File: src/rtl/usreg_nbits.sv
// ---------------------------------------------------------------------------
// usreg_nbits : N-bit universal shift register with a multi-cycle burst engine
//
// Single-cycle operations (en=1) apply one of eight modes to q. A burst
// (start=1 with a shift/rotate mode) repeats the selected shift amt times,
// one step per clock. During the burst busy is high. done pulses for one
// cycle when the burst completes.
//
// Ports
//   clk    in   1   rising-edge clock
//   reset  in   1   synchronous, active-high reset
//   en     in   1   single-cycle operation enable
//   mode   in   3   000 HOLD, 001 LOAD, 010 SHL, 011 SHR,
//                   100 ROL, 101 ROR, 110 ASR, 111 CLR
//   d      in   N   parallel load data
//   sin    in   1   serial input for SHL/SHR
//   start  in   1   burst request
//   amt    in   AW  burst step count, unsigned
//   q      out  N   register contents
//   sout   out  1   bit most recently shifted out of q
//   busy   out  1   burst in progress
//   done   out  1   one-cycle burst-complete pulse
// ---------------------------------------------------------------------------
module usreg_nbits #(
   parameter int N  = 8,
   parameter int AW = 4
) (
   input  logic          clk,
   input  logic          reset,
   input  logic          en,
   input  logic [2:0]    mode,
   input  logic [N-1:0]  d,
   input  logic          sin,
   input  logic          start,
   input  logic [AW-1:0] amt,
   output logic [N-1:0]  q,
   output logic          sout,
   output logic          busy,
   output logic          done
);

   typedef enum logic [1:0] {
      IDLE = 2'd0,
      BUSY = 2'd1,
      DONE = 2'd2
   } state_t;

   localparam logic [2:0] M_HOLD = 3'b000;
   localparam logic [2:0] M_LOAD = 3'b001;
   localparam logic [2:0] M_SHL  = 3'b010;
   localparam logic [2:0] M_SHR  = 3'b011;
   localparam logic [2:0] M_ROL  = 3'b100;
   localparam logic [2:0] M_ROR  = 3'b101;
   localparam logic [2:0] M_ASR  = 3'b110;
   localparam logic [2:0] M_CLR  = 3'b111;

   state_t        state;
   logic [2:0]    lmode;
   logic [AW-1:0] cnt;

   // One shift/rotate step. The result packs the bit leaving the register
   // in the MSB position and the new register value below it, so the
   // caller can update q and sout together.
   function automatic logic [N:0] shift_op(input logic [2:0]   op,
                                           input logic [N-1:0] cur,
                                           input logic         si);
      case (op)
         M_SHL:   shift_op = {cur[N-1], cur[N-2:0], si};
         M_SHR:   shift_op = {cur[0], si, cur[N-1:1]};
         M_ROL:   shift_op = {cur[N-1], cur[N-2:0], cur[N-1]};
         M_ROR:   shift_op = {cur[0], cur[0], cur[N-1:1]};
         M_ASR:   shift_op = {cur[0], cur[N-1], cur[N-1:1]};
         default: shift_op = {1'b0, cur};
      endcase
   endfunction

   // Only the five shift/rotate encodings can launch a burst; HOLD, LOAD
   // and CLR with start=1 fall through to the ordinary en path.
   logic       start_ok;
   logic [N:0] live_step;
   logic [N:0] burst_step;

   // Precompute the step results for the live mode and for the latched
   // burst mode so the state machine below stays readable.
   always_comb begin
      start_ok   = start && (mode >= M_SHL) && (mode <= M_ASR);
      live_step  = shift_op(mode, q, sin);
      burst_step = shift_op(lmode, q, sin);
   end

   // Main state machine. Reset wins over everything; BUSY and DONE ignore
   // all control inputs; in IDLE a valid start takes priority over en.
   // busy and done are registered alongside the state so they track it
   // exactly.
   always_ff @(posedge clk) begin
      if (reset) begin
         state <= IDLE;
         lmode <= M_HOLD;
         cnt   <= '0;
         q     <= '0;
         sout  <= 1'b0;
         busy  <= 1'b0;
         done  <= 1'b0;
      end else begin
         case (state)
            IDLE: begin
               if (start_ok) begin
                  lmode <= mode;
                  if (amt == '0) begin
                     cnt   <= '0;
                     state <= DONE;
                     busy  <= 1'b0;
                     done  <= 1'b1;
                  end else begin
                     // The first step happens on the start edge itself,
                     // so only amt-1 steps remain for the BUSY state.
                     q    <= live_step[N-1:0];
                     sout <= live_step[N];
                     cnt  <= amt - AW'(1);
                     if (amt == AW'(1)) begin
                        state <= DONE;
                        busy  <= 1'b0;
                        done  <= 1'b1;
                     end else begin
                        state <= BUSY;
                        busy  <= 1'b1;
                        done  <= 1'b0;
                     end
                  end
               end else if (en) begin
                  case (mode)
                     M_HOLD: q <= q;
                     M_LOAD: q <= d;
                     M_CLR:  q <= '0;
                     default: begin
                        q    <= live_step[N-1:0];
                        sout <= live_step[N];
                     end
                  endcase
                  busy <= 1'b0;
                  done <= 1'b0;
               end else begin
                  busy <= 1'b0;
                  done <= 1'b0;
               end
            end

            BUSY: begin
               q    <= burst_step[N-1:0];
               sout <= burst_step[N];
               cnt  <= cnt - AW'(1);
               if (cnt == AW'(1)) begin
                  state <= DONE;
                  busy  <= 1'b0;
                  done  <= 1'b1;
               end else begin
                  busy <= 1'b1;
                  done <= 1'b0;
               end
            end

            DONE: begin
               state <= IDLE;
               busy  <= 1'b0;
               done  <= 1'b0;
            end

            default: begin
               state <= IDLE;
               busy  <= 1'b0;
               done  <= 1'b0;
            end
         endcase
      end
   end

endmodule

File: config.mk
export PLATFORM = sky130hd
export DESIGN_NAME = usreg_nbits
export DESIGN_NICKNAME = d
export VERILOG_FILES = /design/src/rtl/usreg_nbits.sv
export SDC_FILE = /design/constraint.sdc
export NUM_CORES = 1
export LEC_CHECK = 0
export ABC_AREA = 1
export CAP_MARGIN = 30
export CORE_UTILIZATION = 47
export CTS_CLUSTER_DIAMETER = 50
export DETAILED_ROUTE_END_ITERATION = 7
export PLACE_DENSITY = 0.81
export SLEW_MARGIN = 40
export SYNTH_ARGS = -nofsm -noshare
export SYNTH_HDL_FRONTEND = slang
export SYNTH_SLANG_ARGS = --single-unit
export TNS_END_PERCENT = 5
File: constraint.sdc
create_clock -name clk -period 3 [get_ports clk]
set_clock_uncertainty 0.2 [all_clocks]
set_input_delay 0.6 -clock clk [delete_from_list [all_inputs] [get_ports clk]]
set_output_delay 0.6 -clock clk [all_outputs]
set_load 0.05 [all_outputs]
Word level (Yosys, flattened, before mapping)
Cells that the tools add are included.
W data, S select, Z words.
{ "word_totals": {"regBits": 20, "wordCells": 79, "out_inout_bits": 11} }
{ "classes": {"magnitude_cmp": 2, "mux": 30, "reduce_logical": 13, "n_eq_ne": 24, "add_sub_neg": 2} }
{ "op_table": {"columns": ["operator", "count"], "rows": [
  ["$pmux W9 S5", 2],
  ["$mux W8", 3],
  ["$pmux W8 S3", 1],
  ["$eq A3 B3 Y1 const B", 7],
  ["$pmux W8 S2", 1],
  ["$eq A3 B2 Y1 const B", 4],
  ["$mux W1", 12],
  ["$ne A3 B3 Y1 const B", 4],
  ["$eq A4 B1 Y1 const B", 2],
  ["$mux W2", 4],
  ["$mux W4", 2],
  ["$pmux W4 S2", 1],
  ["$sub A4 B1 Y4 const B", 2],
  ["$ne A2 B2 Y1 const B", 3],
  ["$ne A6 B1 Y1 const B", 1],
  ["$pmux W1 S2", 3],
  ["$reduce_and A2 Y1", 3],
  ["$reduce_and A6 Y1", 1],
  ["$ne A5 B1 Y1 const B", 1],
  ["$reduce_and A5 Y1", 1],
  ["$logic_not A4 Y1", 1],
  ["$pmux W2 S2", 1],
  ["$reduce_and A4 Y1", 1],
  ["$eq A3 B1 Y1 const B", 1],
  ["other kinds (8)", 9]
]} }

Depth between registers and ports, before layout
Gate-level depths: netlist of the first run.
{ "depth": {"depth_word": 6, "mapped_depth": 12} }

Worst setup path after synthesis of the first run
Ideal clock, no wire load.
{ "synth_path": {"path_type": "input -> register", "startpoint": "input mode[1]", "endpoint": "register q[0]", "path_stages": 11, "slack_ps": 1149, "n_path_buf": 1, "arrival_time_ps": 1536, "path_cell_list": "buf_2 inv_2 nand2_4 nand2_2 nor2_4 nand2_2 nand2_1 nor2_2 nand2_4 nor2_2 a21oi_2"} }
{ "synth_between": {"elab_chain_len": 6} }
{ "synth_rtl": {"columns": ["item", "line_no", "rtl"], "rows": [
  ["from (decl)", "31", "input logic [2:0] mode,"],
  ["$eq A3 B3 Y1 / $eq A3 B2 Y1 (equally long branches)", "67", "case (op)"],
  ["$pmux W9 S5", "67", null],
  ["$pmux W8 S3", "131", "case (mode)"],
  ["$mux W8", "130", "end else if (en) begin"],
  ["$mux W8", "107", "if (start_ok) begin"],
  ["$pmux W8 S2", "105", "case (state)"],
  ["to (signal assigned)", "117", "q <= live_step[N-1:0];"],
  ["to (signal assigned)", "132", "M_HOLD: q <= q;"],
  ["to (signal assigned)", "136", "q <= live_step[N-1:0];"],
  ["to (decl)", "36", "output logic [N-1:0] q,"]
]} }
Parallel ways exist; a longest one is shown, timed or not. The select of a mux whose other input is x is not followed.
A chain may end at the register's enable or synchronous reset.

Worst setup path in the final report of the first run
{ "layout_path": {"startpoint": "register q[0]", "endpoint": "output q[0]"} }
No word-level cell between the ends.

==> flow_summary.json, run 1 <==
{
  "outcome": "completed",
  "total_power_mw": 0.9340,
  "ys_seq_area_frac": 0.2439,
  "wl_per_cell_um": 12.01,
  "cts_buffers": 3,
  "cts.sinks": 20,
  "syn_inst": 276,
  "fin_crit_sh": 0.8403,
  "die_x_um": 61.10,
  "crit_family": "buffers and inverters",
  "yosysWarnings": 0,
  "swShare": 0.4344,
  "crit_chain": "clkdlybuf4s50_1",
  "nets": 328,
  "dpl.hpwl_mm": 3.130,
  "critPathKind": "register to output pin",
  "cts_hold_buf": 0,
  "ctsRootBufferMaster": "clkbuf_4",
  "rsz0062_at_grt": "false",
  "grt_first_pass_wirelength_mm": 6.734,
  "grt_overflow_total": 0,
  "final-max-slew-violation-count": 0,
  "crit_slowest_cell": "clkdlybuf4s50_1",
  "first_iter_violations": 183,
  "critPathBufInv": 1,
  "fmax_ghz": 0.3967,
  "die_area_um2": 3733,
  "diodes": 0,
  "synth_area_leader_cell": "dfxtp_1",
  "die_h_um": 61.10,
  "cts.reportedPaths.clkPinSlew_ns": 0.12,
  "synth_nets": 298,
  "p_clk_frac": 0.178,
  "maxCapViolCount": 0,
  "combPwrFrac": 0.445,
  "netSwitchingPower_mw": 0.4057,
  "seqPwrFrac": 0.376,
  "worstPathRequired_ns": 2.20,
  "ctsResizeCount": 0,
  "grt_pass1_vias": 1496,
  "layout_commonest_cell": "nand2_1",
  "netlist_top_cells_area": "dfxtp_1, nand2_1, nand3_1",
  "drtPass1Iterations": 4,
  "setup_viol": 0,
  "crit_fanout": 9,
  "synth_top_area_share": 0.2439,
  "clock_latency_ns": 0.31,
  "ys_seq_elements": 20,
  "tritoncts": "done",
  "hold_violations": 0,
  "slew_headroom": 0.6585,
  "tightest_slew_ns": 0.5106,
  "mostFrequentLayoutCells": "nand2_1, clkdlybuf4s50_1, nand3_1",
  "io_buffers": 30,
  "drive_above_1_share": 0.1279,
  "power_density_nw_per_um2": 461.4,
  "hold_class": "register to register",
  "synth_cell_types": 29,
  "antenna_found_initial": 0,
  "start_util": 0.4919,
  "vias": 1860,
  "cts-root-to-sink-buffers": 2,
  "syn2layout_area_growth_pct": 23.32,
  "peakVddDrop_uv": 239.8,
  "drc_errors": 0,
  "cp-end-kind": "output pin",
  "htreeDepth": 1,
  "vias_per_cell": 5.299,
  "num_rows": 21,
  "finalWirelength_mm": 4.217,
  "tns_ns": 0,
  "slowest_delay_ns": 0.87,
  "start_kind": "register",
  "min_period_ns": 2.521,
  "gp_congestion": 0.8778,
  "final_util": 0.6067,
  "p_leak_nw": 0.8598,
  "core_area_um2": 3337,
  "grt_start_max_net_pins": 22,
  "internal-power_mw": 0.5283,
  "syn_area_um2": 1642,
  "grtUsageTotal": 0.2387,
  "drtAntennaViolNets": 0,
  "syn_avg_cell_area_um2": 5.948,
  "arrival_ns": 1.72,
  "ioPinCount": 31,
  "postCtsSetupRepairBufs": 0
}
[synth_stat cells, drive strengths merged]
master	count
a21oi	27
nand3b	2
a31oi	3
nor3	1
ha	2
xnor2	1
dfxtp	20
o21bai	6
clkbuf	4
nand3	25
nor3b	1
nand4	8
inv	24
o211ai	2
nand2	109
o21ai	12
buf	4
xor2	1
nor2	24
[path summary, 6_finish.rpt]
check / from / end / slack (ns) / cells after the start
setup reg to reg: lmode[0] / sout / 1.31 / 7
setup / recovery: q[0] / q[0] / 0.48 / 1
hold / removal: cnt[3] / cnt[3] / 0.31 / 2
hold reg to reg: cnt[3] / cnt[3] / 0.31 / 2
[area by class of cell]
| class | instances | area [um^2] |
|---|---|---|
| clock buffers | 4 | 36.28 |
| multi-input cells | 224 | 1117 |
| inverters | 24 | 90.09 |
| flip-flops and latches | 20 | 400.4 |
| repair buffers | 33 | 322.8 |
| well taps | 46 | 57.56 |
| fillers | 332 | 1313 |
[registers in the layout, indices dropped and copies added, names as in the netlist]
| signal | cells |
|---|---|
| lmode | 3 |
| busy | 1 |
| state | 2 |
| cnt | 4 |
| done | 1 |
| q | 8 |
| sout | 1 |
[per-stage QoR]
step | cell area [um^2] | hold slack [ns] | cells | setup WS (ns)
floorplan | 1642 | 0.2693 | 276 | 1.149
global placement | 1988 | 0.2849 | 347 | 0.4922
detailed placement | 1988 | 0.2964 | 347 | 0.4843
CTS | 2024 | 0.3143 | 351 | 0.4739
global route | 2024 | 0.3447 | 351 | 0.4343
finish | 2024 | 0.3108 | 351 | 0.4792
[power groups by stage]
| stage | Sequential (mW) | Clock [mW] | Combinational [mW] |
|---|---|---|---|
| finish | 0.352 | 0.167 | 0.416 |
| global route | 0.359 | 0.179 | 0.459 |
| CTS | 0.350 | 0.167 | 0.417 |
| detailed placement | 0.356 | 0 | 0.415 |
| global placement | 0.357 | 0 | 0.411 |
| floorplan | 0.410 | 0 | 0.237 |
[worst register-to-register path: stages (launching register included)]
cell     delay, ns
dfxtp_1       0.45
inv_1         0.12
nand3_1       0.10
nand3_1       0.27
nand2_1       0.14
a21oi_1       0.07
nor3b_1       0.20
nor2_1        0.05
[routing by layer]
layer | track usage | part of all wire | wire, um
met4 | 0.07468 | 0.010 | 44
met2 | 0.3665 | 0.45 | 1895
met3 | 0.02311 | 0.063 | 264
met5 | 0 | 0 | 0
met1 | 0.3514 | 0.48 | 2013
[logic make-up after synthesis]
| logic type | Yosys count | share of synthesized area |
|---|---|---|
| and+or+nand+nor | 170 | 0.4672 |
| AOI/OAI and AO/OA | 50 | 0.1875 |
| buffers and inverters | 32 | 0.07545 |
| DFF | 20 | 0.2439 |
| xor gates and xnor gates | 2 | 0.01067 |
| adders and majority gates | 2 | 0.01524 |
Note: power is estimated with default switching activity, not from simulation.
==> run 2, diff against run 1 <==
clock period = 2.5 ns   (was 3 ns; I/O delays follow)
==> flow_summary.json, run 2 (synthesis results as in run 1) <==
{
  "fmax_ghz": 0.4235,
  "grt_start_max_net_pins": 22,
  "vias": 1886,
  "finalWirelength_mm": 4.310,
  "fin_ws_ns": 0.1388,
  "seq_area_um2": 400.4,
  "clock_latency_ns": 0.30,
  "critPathKind": "register to output pin",
  "cp-end-kind": "output pin",
  "reg_top3": "q: 8 flops, cnt: 4 flops, lmode: 3 flops",
  "drtAntennaViolNets": 0,
  "total_power_mw": 1.089,
  "grt_pass1_vias": 1539,
  "start_util": 0.4919,
  "nFillCells": 328,
  "maxCapViolCount": 0,
  "crit_fanout": 7,
  "tns_ns": 0,
  "crit_family": "buffers and inverters",
  "htreeDepth": 1,
  "dp_slack_ns": 0.1014,
  "multi_input_area_um2": 1117,
  "tightest_slew_ns": 0.5087,
  "slowest_delay_ns": 0.86,
  "num_rows": 21,
  "power_density_nw_per_um2": 531.1,
  "layout_commonest_cell": "nand2_1",
  "worstPathRequired_ns": 1.80,
  "antenna_found_initial": 0,
  "drc_errors": 0,
  "drive_above_1_share": 0.1392,
  "peakVddDrop_uv": 252.3,
  "gp_congestion": 0.8692,
  "placed_cells": 352,
  "fin_crit_sh": 0.9445,
  "wl_per_cell_um": 12.14,
  "grtUsageTotal": 0.2418,
  "rsz0062_at_grt": "false",
  "grt_first_pass_wirelength_mm": 6.775,
  "design_area_um2": 2051,
  "first_iter_violations": 119,
  "cts.sinks": 20,
  "core_area_um2": 3337,
  "syn2layout_area_growth_pct": 24.92,
  "min_period_ns": 2.361,
  "p_leak_nw": 0.8927,
  "cts-root-to-sink-buffers": 2,
  "mostFrequentLayoutCells": "nand2_1, clkdlybuf4s50_1, nand3_1",
  "nets": 333,
  "final_util": 0.6145,
  "vias_per_cell": 5.313,
  "dpl.hpwl_mm": 3.110,
  "arrival_ns": 1.66,
  "crit_chain": "clkdlybuf4s50_1",
  "die_h_um": 61.10,
  "io_buffers": 30,
  "diodes": 0,
  "grt_overflow_total": 0,
  "cts.reportedPaths.clkPinSlew_ns": 0.12,
  "holdWs_ns": 0.3114,
  "critPathBufInv": 1,
  "die_area_um2": 3733,
  "drtPass1Iterations": 4,
  "ioPinCount": 31,
  "die_x_um": 61.10,
  "placed_area_um2": 2026,
  "fin_cells": 355,
  "cts_buffers": 3,
  "largest_register_ffs": 8,
  "start_kind": "register",
  "crit_slowest_cell": "clkdlybuf4s50_1",
  "cts_hold_buf": 0,
  "ctsRootBufferMaster": "clkbuf_4",
  "outcome": "completed",
  "final-max-slew-violation-count": 0,
  "tritoncts": "done",
  "slew_headroom": 0.6598,
  "setup_viol": 0,
  "hold_class": "register to register",
  "largest_register": "q",
  "hold_violations": 0
}
[run 2: cell types whose count changed in the layout (fill, tap and decap cells not counted), sizes merged]
cell           delta
clkdlybuf4s50     -1
dlymetal6s2s      +1
buf               +5
clkbuf            -1
[run 2: layer usage]
metal	up-vias	track usage	share of wire
met5	-	0	0
met4	0	0.08442	0.012
met3	6	0.02101	0.060
met2	65	0.3727	0.45
met1	842	0.3526	0.47
li1	973	-	-
[run 2: layout make-up]
class / count / area share
Multi-Input combinational cell: 224 / 0.5448
Sequential cell: 20 / 0.1952
Timing Repair Buffer: 38 / 0.1769
Inverter: 24 / 0.04393
Tap cell: 46 / 0.02807
Clock buffer: 3 / 0.01098
[run 2: where the power goes]
part | total [mW] | switching (mW) | internal (mW)
Combinational | 0.509 | 0.317 | 0.192
Clock | 0.159 | 0.103 | 0.0562
Sequential | 0.421 | 0.0618 | 0.360
[run 2: worst paths after layout]
kind	from	end	slack, ns	depth (start not counted)
min reg2reg	cnt[3]	cnt[3]	0.31	2
min	cnt[3]	cnt[3]	0.31	2
max	q[6]	q[6]	0.14	1
max reg2reg	lmode[1]	sout	0.76	7
[run 2: timing repair]
action,CTS,global route
endpoints found under the hold margin,0,0
setup buffers,0,0
setup endpoints to repair,0,1
gates resized for setup,0,1
